<file path="src/rtl/mips_ctrl_pkg.sv">
// Shared definitions for the multi-cycle MIPS controller: opcodes, state
// encoding, datapath select codes and the Moore control bundle.
package mips_ctrl_pkg;

  localparam logic [5:0] OP_RTYPE = 6'b000000;
  localparam logic [5:0] OP_LW    = 6'b100011;
  localparam logic [5:0] OP_SW    = 6'b101011;
  localparam logic [5:0] OP_ADDI  = 6'b001000;
  localparam logic [5:0] OP_BEQ   = 6'b000100;
  localparam logic [5:0] OP_J     = 6'b000010;

  typedef enum logic [3:0] {
    FETCH,
    DECODE,
    MEM_ADDR,
    MEM_READ,
    MEM_WB,
    MEM_WRITE,
    R_EXEC,
    R_WB,
    I_EXEC,
    I_WB,
    BRANCH,
    JUMP
  } state_e;

  typedef enum logic [1:0] {
    ALUOP_ADD   = 2'd0,
    ALUOP_SUB   = 2'd1,
    ALUOP_FUNCT = 2'd2
  } aluop_e;

  typedef enum logic [1:0] {
    SRCB_RT     = 2'd0,
    SRCB_FOUR   = 2'd1,
    SRCB_IMM    = 2'd2,
    SRCB_IMM_SH = 2'd3
  } srcb_e;

  typedef enum logic [1:0] {
    PCSRC_ALU    = 2'd0,
    PCSRC_ALUOUT = 2'd1,
    PCSRC_JUMP   = 2'd2
  } pcsrc_e;

  typedef struct packed {
    logic   iord;
    logic   mem_read;
    logic   mem_write;
    logic   mem_to_reg;
    logic   reg_dst;
    logic   reg_write;
    logic   alu_src_a;
    srcb_e  alu_src_b;
    aluop_e alu_op;
    pcsrc_e pc_source;
    logic   done;
  } moore_t;

endpackage

</file>
<file path="src/rtl/ctrl_output_decode.sv">
// Pure state-to-Moore-output decoder; handshake-gated strobes are added
// by the owning FSM.
module ctrl_output_decode
  import mips_ctrl_pkg::*;
(
  input  state_e state,
  output moore_t ctrl
);

  always_comb begin
    ctrl = '0;
    unique case (state)
      FETCH: begin
        ctrl.mem_read  = 1'b1;
        ctrl.alu_src_b = SRCB_FOUR;
      end
      DECODE: begin
        ctrl.alu_src_b = SRCB_IMM_SH;
      end
      MEM_ADDR: begin
        ctrl.alu_src_a = 1'b1;
        ctrl.alu_src_b = SRCB_IMM;
      end
      MEM_READ: begin
        ctrl.iord     = 1'b1;
        ctrl.mem_read = 1'b1;
      end
      MEM_WB: begin
        ctrl.reg_write  = 1'b1;
        ctrl.mem_to_reg = 1'b1;
        ctrl.done       = 1'b1;
      end
      MEM_WRITE: begin
        ctrl.iord      = 1'b1;
        ctrl.mem_write = 1'b1;
      end
      R_EXEC: begin
        ctrl.alu_src_a = 1'b1;
        ctrl.alu_src_b = SRCB_RT;
        ctrl.alu_op    = ALUOP_FUNCT;
      end
      R_WB: begin
        ctrl.reg_write = 1'b1;
        ctrl.reg_dst   = 1'b1;
        ctrl.done      = 1'b1;
      end
      I_EXEC: begin
        ctrl.alu_src_a = 1'b1;
        ctrl.alu_src_b = SRCB_IMM;
      end
      I_WB: begin
        ctrl.reg_write = 1'b1;
        ctrl.done      = 1'b1;
      end
      BRANCH: begin
        ctrl.alu_src_a = 1'b1;
        ctrl.alu_src_b = SRCB_RT;
        ctrl.alu_op    = ALUOP_SUB;
        ctrl.pc_source = PCSRC_ALUOUT;
        ctrl.done      = 1'b1;
      end
      JUMP: begin
        ctrl.pc_source = PCSRC_JUMP;
        ctrl.done      = 1'b1;
      end
      default: ctrl = '0;
    endcase
  end

endmodule

</file>
<file path="src/rtl/multicycle_control_fsm.sv">
// Main control FSM for the multi-cycle MIPS datapath, with a ready
// handshake on memory accesses and a bounded wait timeout.
module multicycle_control_fsm
  import mips_ctrl_pkg::*;
#(
  parameter int unsigned OPC_W       = 6,
  parameter int unsigned MEM_TIMEOUT = 15
) (
  input  logic             clk,
  input  logic             reset,
  input  logic [OPC_W-1:0] opcode,
  input  logic             Zero,
  input  logic             mem_ready,
  output logic             pc_en,
  output logic [1:0]       PCSource,
  output logic             IorD,
  output logic             MemRead,
  output logic             MemWrite,
  output logic             IRWrite,
  output logic             MemtoReg,
  output logic             RegDst,
  output logic             RegWrite,
  output logic             ALUSrcA,
  output logic [1:0]       ALUSrcB,
  output logic [1:0]       ALUOp,
  output logic             instr_done,
  output logic             illegal_op,
  output logic             mem_timeout
);

  // Abort fires on the cycle that would be the MEM_TIMEOUT-th consecutive stall.
  localparam logic [3:0] TO_LAST = 4'(MEM_TIMEOUT - 1);

  state_e     state, state_nxt;
  logic [3:0] wait_cnt, wait_nxt;
  moore_t     m;
  logic       pc_en_c, ir_write_c, done_c, illegal_c, timeout_c, waiting;

  ctrl_output_decode u_decode (
    .state (state),
    .ctrl  (m)
  );

  always_ff @(posedge clk) begin
    if (reset) begin
      state    <= FETCH;
      wait_cnt <= '0;
    end else begin
      state    <= state_nxt;
      wait_cnt <= wait_nxt;
    end
  end

  assign waiting = (state == FETCH) || (state == MEM_READ) || (state == MEM_WRITE);

  always_comb begin
    state_nxt  = state;
    wait_nxt   = '0;
    pc_en_c    = 1'b0;
    ir_write_c = 1'b0;
    done_c     = m.done;
    illegal_c  = 1'b0;
    timeout_c  = 1'b0;

    unique case (state)
      FETCH: begin
        pc_en_c    = mem_ready;
        ir_write_c = mem_ready;
        if (mem_ready) state_nxt = DECODE;
      end
      DECODE: begin
        case (opcode)
          OPC_W'(OP_RTYPE):      state_nxt = R_EXEC;
          OPC_W'(OP_LW),
          OPC_W'(OP_SW):         state_nxt = MEM_ADDR;
          OPC_W'(OP_ADDI):       state_nxt = I_EXEC;
          OPC_W'(OP_BEQ):        state_nxt = BRANCH;
          OPC_W'(OP_J):          state_nxt = JUMP;
          default: begin
            state_nxt = FETCH;
            illegal_c = 1'b1;
            done_c    = 1'b1;
          end
        endcase
      end
      MEM_ADDR:  state_nxt = (opcode == OPC_W'(OP_LW)) ? MEM_READ : MEM_WRITE;
      MEM_READ:  if (mem_ready) state_nxt = MEM_WB;
      MEM_WB:    state_nxt = FETCH;
      MEM_WRITE: begin
        if (mem_ready) begin
          done_c    = 1'b1;
          state_nxt = FETCH;
        end
      end
      R_EXEC:    state_nxt = R_WB;
      R_WB:      state_nxt = FETCH;
      I_EXEC:    state_nxt = I_WB;
      I_WB:      state_nxt = FETCH;
      BRANCH: begin
        pc_en_c   = Zero;
        state_nxt = FETCH;
      end
      JUMP: begin
        pc_en_c   = 1'b1;
        state_nxt = FETCH;
      end
      default:   state_nxt = FETCH;
    endcase

    // Stalled wait states count up (saturating); any exit or abort clears.
    if (waiting && !mem_ready) begin
      if ((MEM_TIMEOUT != 0) && (wait_cnt == TO_LAST)) begin
        timeout_c = 1'b1;
        state_nxt = FETCH;
      end else begin
        wait_nxt = (wait_cnt == '1) ? wait_cnt : wait_cnt + 4'd1;
      end
    end
  end

  always_comb begin
    pc_en       = reset ? 1'b0 : pc_en_c;
    PCSource    = reset ? '0   : m.pc_source;
    IorD        = reset ? 1'b0 : m.iord;
    MemRead     = reset ? 1'b0 : m.mem_read;
    MemWrite    = reset ? 1'b0 : m.mem_write;
    IRWrite     = reset ? 1'b0 : ir_write_c;
    MemtoReg    = reset ? 1'b0 : m.mem_to_reg;
    RegDst      = reset ? 1'b0 : m.reg_dst;
    RegWrite    = reset ? 1'b0 : m.reg_write;
    ALUSrcA     = reset ? 1'b0 : m.alu_src_a;
    ALUSrcB     = reset ? '0   : m.alu_src_b;
    ALUOp       = reset ? '0   : m.alu_op;
    instr_done  = reset ? 1'b0 : done_c;
    illegal_op  = reset ? 1'b0 : illegal_c;
    mem_timeout = reset ? 1'b0 : timeout_c;
  end

endmodule

</file>
<file path="config.mk">
export PLATFORM = sky130hd
export DESIGN_NAME = multicycle_control_fsm
export DESIGN_NICKNAME = d
export VERILOG_FILES = /design/src/rtl/mips_ctrl_pkg.sv /design/src/rtl/ctrl_output_decode.sv /design/src/rtl/multicycle_control_fsm.sv
export SDC_FILE = /design/constraint.sdc
export NUM_CORES = 1
export LEC_CHECK = 0
export ABC_AREA = 0
export BUFFER_PORTS_ARGS = -buffer_cell sky130_fd_sc_hd__buf_2
export CAP_MARGIN = 20
export CORE_ASPECT_RATIO = 0.6
export CORE_MARGIN = 2
export CORE_UTILIZATION = 35
export CTS_CLUSTER_SIZE = 25
export DETAILED_ROUTE_END_ITERATION = 7
export GPL_TIMING_DRIVEN = 0
export PLACE_DENSITY_LB_ADDON = 0.05
export SETUP_SLACK_MARGIN = 0.2
export SYNTH_ARGS = -nofsm -noshare
export SYNTH_HDL_FRONTEND = slang
export SYNTH_SLANG_ARGS = --single-unit
</file>
<file path="constraint.sdc">
create_clock -name clk -period 1.9 [get_ports clk]
set_input_delay 0.475 -clock clk [delete_from_list [all_inputs] [get_ports clk]]
set_output_delay 0.475 -clock clk [all_outputs]
set_load 0.01 [all_outputs]
</file>
### Word level (Yosys, flattened, before mapping)

Cells that the tools add are included.

| storage, ports and cells | value |
|---|---|
| bits of input ports | 10 |
| bits in registers | 8 |
| output and inout port bits | 18 |

| cells by class | value |
|---|---|
| reductions and logical operators | 15 |
| add/subtract/negate cells | 1 |
| muxes and demuxes | 43 |
| bitwise logic cells | 1 |
| equal/unequal tests | 18 |

Operators by type and width:

| kind | count |
|---|---|
| one-hot mux 4 bit (7 select lines) | 1 |
| two-way mux 1 bit | 27 |
| equality test 4 bit, second input constant | 6 |
| two-way mux 4 bit | 5 |
| one-hot mux 4 bit (5 select lines) | 1 |
| equality test 4 x 3 -> 1 bit, second input constant | 4 |
| equality test 6 bit, second input constant | 2 |
| equality test 4 x 2 -> 1 bit, second input constant | 2 |
| one-hot mux 2 bit (2 select lines) | 2 |
| OR reduction 2 bit | 4 |
| equality test 6 x 2 -> 1 bit, second input constant | 1 |
| equality test 6 x 3 -> 1 bit, second input constant | 1 |
| equality test 6 x 4 -> 1 bit, second input constant | 1 |
| zero test 6 bit | 1 |
| two-way mux 2 bit | 3 |
| one-hot mux 2 bit (3 select lines) | 1 |
| OR reduction 3 bit | 2 |
| OR reduction 6 bit | 1 |
| OR reduction 5 bit | 1 |
| adder 4 x 1 -> 4 bit, second input constant | 1 |
| equality test 4 x 1 -> 1 bit, second input constant | 1 |
| zero test 4 bit | 1 |
| OR reduction 4 bit | 1 |
| two-way mux 3 bit | 1 |
| other kinds (6) | 7 |

### Logic depth before layout (Yosys ltp)

Gate-level depths: netlist (run 1).

| logic depth | value |
|---|---|
| depth in word-level cells | 6 |
| gate-level depth with buffers | 6 |

### Modules after synthesis

Synthesis (run 1) repeated with hierarchy kept, for this count alone.

| unflattened totals | value |
|---|---|
| cell total of the unflattened synthesis | 130 |
| area, all modules | 1037.2 um^2 |

By module, submodules not included:

| module | area an instance (um^2) | times used | cells each |
|---|---|---|---|
| multicycle_control_fsm | 827.0 | 1 | 100 |
| ctrl_output_decode | 210.2 | 1 | 30 |

### Worst setup path after synthesis (run 1)

No wires, ideal clock.

| timing | value |
|---|---|
| path type | flip-flop to output port |
| start point | register state[1] |
| end point | output port instr_done |
| slack | 0.002 ns |
| data arrival time | 1.423 ns |
| data required time | 1.425 ns |
| stages on the path, launching flop included | 4 |
| cells stage by stage | dfxtp_1 > or4b_4 > or4_4 > o31ai_1 |

| on the way | value |
|---|---|
| longest elaborated chain between the ends | 6 |

RTL lines:

| what | RTL line | RTL |
|---|---|---|
| from (decl) | multicycle_control_fsm.sv:34 | `state_e state, state_nxt;` |
| from (signal assigned) | multicycle_control_fsm.sv:49 | `state <= state_nxt;` |
| equality test 4 x 3 -> 1 bit / equality test 4 bit (equally long branches) | ctrl_output_decode.sv:12 | `unique case (state)` |
| OR reduction 5 bit (no line) | - |  |
| two-way mux 1 bit | ctrl_output_decode.sv:12 |  |
| two-way mux 1 bit, on equally long branches | multicycle_control_fsm.sv:90, multicycle_control_fsm.sv:72 |  |
| one-hot mux 1 bit (2 select lines) * | multicycle_control_fsm.sv:65 | `unique case (state)` |
| two-way mux 1 bit * | multicycle_control_fsm.sv:134 | `instr_done = reset ? 1'b0 : done_c;` |
| to (decl) | multicycle_control_fsm.sv:26 | `output logic instr_done,` |

Every way passes the cells marked *; elsewhere a longest branch is shown, timed or not.

### Final worst setup path (run 1)

| timing | value |
|---|---|
| start point | register state[3] |
| end point | output port instr_done |

Same word-level chain as after synthesis.

==> results_dict.tcl, run 1 <==
set metrics [dict create \
    status "complete, but fails checks" \
    failed_checks "setup timing" \
    ioPinCount 28 \
    critPathKind "reg -> out" \
    ctsHoldBuffers 0 \
    antenna_found_initial 0 \
    tightest_slew_ns 0.419 \
    hold_viol_final 0 \
    grt_pass1_vias 996 \
    setup_viol 17 \
    grt_max_degree 11 \
    nets 178 \
    pwr-share-comb_pct 29.3 \
    yosysMostFrequentCell "nor2_1" \
    drc 0 \
    critPathMaxStageDelay_ns 0.57 \
    intPower_uw 379 \
    synthesis.nets 131 \
    p_leak_uw 0.000681 \
    post-synth-top-area-cell "dfxtp_1" \
    place_hpwl_um 1870 \
    dr_wl_met2_um 1500 \
    diodes 0 \
    maxCapViolCount 0 \
    p_per_area_nw_per_um2 343 \
    dr_wl_met3_um 322 \
    routabilityCongestion 0.797 \
    die_h_um 42.8 \
    slew_headroom_pct 72.0 \
    max_freq_mhz 439 \
    min_period_over_period_pct 120 \
    sw_frac_of_total_pct 29.6 \
    share_clk_of_total_power_pct 37.9 \
    dr.pass1.iters 4 \
    cts.sinks 8 \
    port_buffers 27 \
    clk_pin_slew_ns 0.04 \
    maxUsedRoutingLayer "met4" \
    seqPwrFrac_pct 32.8 \
    grt_pass1_wl_um 4820 \
    routedWlPerCell_um 17.3 \
    power_uw 538 \
    wl_um 3360 \
    vias_per_cell 5.92 \
    cts_max_path_buffers 2 \
    wl_met1_um 1490 \
    critPathMaxFanout 2 \
    hold_slack_ns 0.598 \
    arrival_ns 1.80 \
    synth_top_area_share_pct 18.3 \
    syn_inst 119 \
    synth.area.top_cells "dfxtp_1, nor2_1, nand3b_1" \
    required_ns 1.42 \
    die_w_um 68.6 \
    core_area_um2 2260 \
    netlist_area_um2 876 \
    synth-edff-count 0 \
    layout-drive-gt1-share_pct 59.1 \
    vias 1149 \
    rows 13 \
    ant_nets 0 \
    place_inst 176 \
    setup_ws_ns -0.377 \
    hp-class "reg -> reg" \
    grt.overflow.total 0 \
    htreeDepth 1 \
    crit_path_start_kind "flop" \
    yosysWarnings 0 \
    power_switching_uw 159 \
    avgSynthCellArea_um2 7.36 \
    critPathCaptureType "primary output" \
    drt_iter0_drc 59 \
    ys_seq_area_share_pct 18.3 \
    slew_viol_final 0 \
    cts-buffers-inserted 3 \
    synth_cell_types 40 \
    yosys-top-cells-count "nor2_1, dfxtp_1, a21oi_1" \
    clk_latency_ns 0.23 \
    vdd_drop_max_v 0.000220 \
    final.setup_skew_ns 0.00513 \
    cts_root_buffer "clkbuf_8" \
    post-place-ws_ns -0.197 \
    cts_tree "done" \
    dominantRegCellSynth "dfxtp_1" \
    cp_cell_sequence "or4b_4, or4_4, o31ai_2, buf_2" \
    grt_usage_pct 21.9 \
    cpMaxStageDelayCell "or4b_4" \
    die_area_um2 2930 \
    rsz0062_at_grt "yes" \
    instances_no_fill 194 \
    period_needed_ns 2.28 \
    syn2layout_area_growth_pct 79.3 \
    ys_ff_latch 8 \
    async_flop_share_pct 0 \
    start_util_pct 38.7 \
]
[power by group through the flow]
stage               registers (uW)  logic, uW  clock network, uW
global route                   177        169                222
detailed placement             180        110                  0
CTS                            176        137                209
global placement               180        109                  0
finish                         176        158                204
floorplan                      179       69.9                  0
[area by class of cell]
| type | count | area (um^2) |
|---|---|---|
| Multi-Input combinational cell | 100 | 883 |
| Fill cell | 163 | 691 |
| Timing Repair Buffer | 42 | 297 |
| Sequential cell | 8 | 175 |
| Buffer | 9 | 129 |
| Clock buffer | 3 | 41.3 |
| Tap cell | 30 | 37.5 |
| Inverter | 2 | 7.51 |
[cell usage in the layout, fill, tap and decap left out, types with 3 or more instances in the layout]
master    Yosys  layout
o21ai_0       5       4
a21oi_1       7       5
nor2_1       17      11
a31oi_1       5       5
nand3b_1      6       6
xor2_1        3       3
nor3_1        5       3
a21o_1        4       4
nand3_1       4       3
buf_4         0       9
nor4_2        1       3
nor2_4        0       5
clkbuf_8      0       3
dfxtp_4       0       3
dfxtp_2       0       3
buf_6         0       8
buf_8         0       3
buf_2         3      26
[flip-flops by register name (all words and copies together), names as in the netlist]
signal / count
wait_cnt: 4
state: 4
[what timing repair did]
| action | 4_1_cts | 5_1_grt |
|---|---|---|
| endpoints found under the setup margin | 18 | 22 |
| pin swaps | 6 | 10 |
| cloned | 1 | 0 |
| gates resized for setup | 59 | 23 |
| setup buffers | 9 | 5 |
[worst paths after layout]
kind	startpoint	endpoint	slack, ns	cells after the start
worst max-delay path	state[3]	instr_done	-0.38	4
worst min-delay path	wait_cnt[1]	wait_cnt[1]	0.60	1
worst min register to register	wait_cnt[1]	wait_cnt[1]	0.60	1
worst max register to register	state[1]	state[3]	-0.10	10
[stage by stage]
| stage | instance area (um^2) | utilization, % | setup TNS (ns) |
|---|---|---|---|
| final | 1570 | 69.5 | -3.25 |
| after floorplan | 893 | - | 0 |
| after global placement | 1070 | 47.2 | -0.360 |
| after detailed placement | 1070 | 47.2 | -0.380 |
| after CTS | 1430 | 63.1 | -1.40 |
| after global routing | 1570 | 69.5 | -3.98 |
[logic make-up after synthesis]
group / after synthesis / share of synthesized area, %
compound gates: 32 / 26.1
xor+xnor: 4 / 4.00
fa+ha+maj: 2 / 2.86
buf+inv: 11 / 5.14
flops: 8 / 18.3
mux: 1 / 1.29
simple gates: 61 / 42.3
[worst max-delay path: cells and delay by family, from the launching register on]
| kind | cells | cell delay (ns) |
|---|---|---|
| AO/OA/AOI/OAI | 1 | 0.07 |
| buffers and inverters | 1 | 0.16 |
| flip-flops | 1 | 0.32 |
| AND/OR/NAND/NOR | 2 | 1.02 |
[per-layer routing]
layer  vias to the layer above  global-route usage [%]
li1                        541                       -
met1                       533                    31.3
met2                        67                    32.1
met3                         8                    5.57
met4                         0                    5.60
met5                         -                       0
Power figures use the tool's default switching activity.
==> run 2: changes to the inputs <==
==> constraint.sdc (replaced) <==
create_clock -name clk -period 1.9 [get_ports clk]
set_input_delay 0.57 -clock clk [delete_from_list [all_inputs] [get_ports clk]]
set_output_delay 0.57 -clock clk [all_outputs]
set_load 0.01 [all_outputs]
==> results_dict.tcl, run 2 (same netlist as run 1, synthesis figures left out) <==
set metrics [dict create \
    r2r_slack_ns 0.29 \
    nets 179 \
    period_needed_ns 2.35 \
    post-place-ws_ns -0.368 \
    start_util_pct 38.7 \
    rr_worst_depth 7 \
    syn2layout_area_growth_pct 72.7 \
    max_freq_mhz 426 \
    r2r_start "state[3]" \
    min_period_over_period_pct 124 \
    grt_max_degree 11 \
    ant_nets 0 \
    fill_cells 176 \
    tightest_slew_ns 0.453 \
    vias_per_cell 5.61 \
    slew_headroom_pct 69.5 \
    rsz0062_at_grt "yes" \
    rows 13 \
    cts.sinks 8 \
    setup_ws_ns -0.447 \
    critPathMaxFanout 4 \
    port_buffers 27 \
    p_per_area_nw_per_um2 360 \
    place_hpwl_um 1940 \
    cpMaxStageDelayCell "or4b_4" \
    hold_slack_ns 0.555 \
    core_area_um2 2260 \
    drc 0 \
    cts_tree "done" \
    layout-drive-gt1-share_pct 56.4 \
    hold_viol_final 0 \
    instances_no_fill 195 \
    p_leak_uw 0.000665 \
    maxCapViolCount 0 \
    antenna_found_initial 0 \
    vias 1094 \
    failed_checks "setup timing" \
    place_inst 176 \
    routedWlPerCell_um 15.5 \
    slew_viol_final 0 \
    ctsHoldBuffers 0 \
    critical_path.top_delay_family "simple AND/OR/NAND/NOR gates" \
    final_common_cell "buf_2" \
    die_w_um 68.6 \
    grt_usage_pct 21.8 \
    multi_input_area_um2 812 \
    cp_cell_sequence "or4b_4, or4_4, o31ai_2, buf_2" \
    place_area_um2 1110 \
    grt_pass1_vias 1004 \
    final.setup_skew_ns 0.00325 \
    cp.depth 4 \
    htreeDepth 1 \
    die_h_um 42.8 \
    critPathCapture "instr_done" \
    diodes 0 \
    crit_path_start_kind "flop" \
    drt_iter0_drc 76 \
    cts_root_buffer "clkbuf_8" \
    cts-buffers-inserted 3 \
    clk_pin_slew_ns 0.04 \
    crit_buf_inv 1 \
    largestRegisters "state x4, wait_cnt x4" \
    arrival_ns 1.78 \
    register_area_um2 173 \
    routabilityCongestion 0.793 \
    critPathMaxStageDelay_ns 0.53 \
    critical_path.startpoint "state[1]" \
    vdd_drop_max_v 0.000266 \
    critPathCaptureType "primary output" \
    postLayoutCellArea_um2 1510 \
    wl_um 3020 \
    reg2reg_to "state[3]" \
    grt_pass1_wl_um 4840 \
    ioPinCount 28 \
    dr.pass1.iters 4 \
    cts_max_path_buffers 2 \
    required_ns 1.33 \
    critPathKind "reg -> out" \
    final_cell_mix "buf_2, buf_4, nor2_1, buf_6, a21oi_1" \
    status "complete, but fails checks" \
    clk_latency_ns 0.23 \
    hp-class "reg -> reg" \
    grt.overflow.total 0 \
    die_area_um2 2930 \
    setup_viol 14 \
]
-- run 2: where the power goes --
| group | switching, uW | internal, uW |
|---|---|---|
| Sequential | 5.72 | 171 |
| Combinational | 81.1 | 79.9 |
| Clock | 69.5 | 137 |
| Total | 156 | 388 |
-- run 2: tightest hold or removal path, stage by stage (launching register included) --
cell     delay [ns]
dfxtp_2        0.33
a31oi_1        0.12
nor3b_1        0.05
-- run 2: what timing repair did --
item,4_1_cts,5_1_grt
buffers inserted,12,4
endpoints found under the setup margin,18,19
pin swaps,4,14
cloned,0,0
resized for setup,34,27
-- run 2: final cells by class --
type | instances | area share [%]
Multi-Input combinational cell | 100 | 53.7
Timing Repair Buffer | 43 | 19.3
Sequential cell | 8 | 11.4
Buffer | 9 | 9.93
Clock buffer | 3 | 2.73
Tap cell | 30 | 2.48
Inverter | 2 | 0.496
-- run 2: per-stage QoR --
stage	TNS, ns	utilization [%]	power (uW)
2_1_floorplan	-0.122	-	253
3_3_place_gp	-1.79	49.0	293
3_5_place_dp	-2.01	49.0	295
4_1_cts	-3.07	61.9	526
5_1_grt	-2.64	66.9	571
6_report	-1.91	66.9	545
-- run 2: worst min-delay path by stage --
stage | start | to | slack, ns | cells after the start
floorplan | wait_cnt[0] | wait_cnt[3] | 0.53 | 2
global placement | wait_cnt[0] | wait_cnt[3] | 0.55 | 2
detailed placement | wait_cnt[0] | wait_cnt[3] | 0.56 | 2
CTS | wait_cnt[1] | wait_cnt[1] | 0.55 | 1
global route | wait_cnt[1] | wait_cnt[1] | 0.59 | 1
finish | wait_cnt[0] | wait_cnt[3] | 0.56 | 2
-- run 2: layer usage --
layer,up-vias,GRT usage [%],wire length [um]
met1,520,33.5,1570
met4,0,2.40,0
met5,-,0,0
met3,0,3.98,162
met2,32,31.7,1290
li1,542,-,-
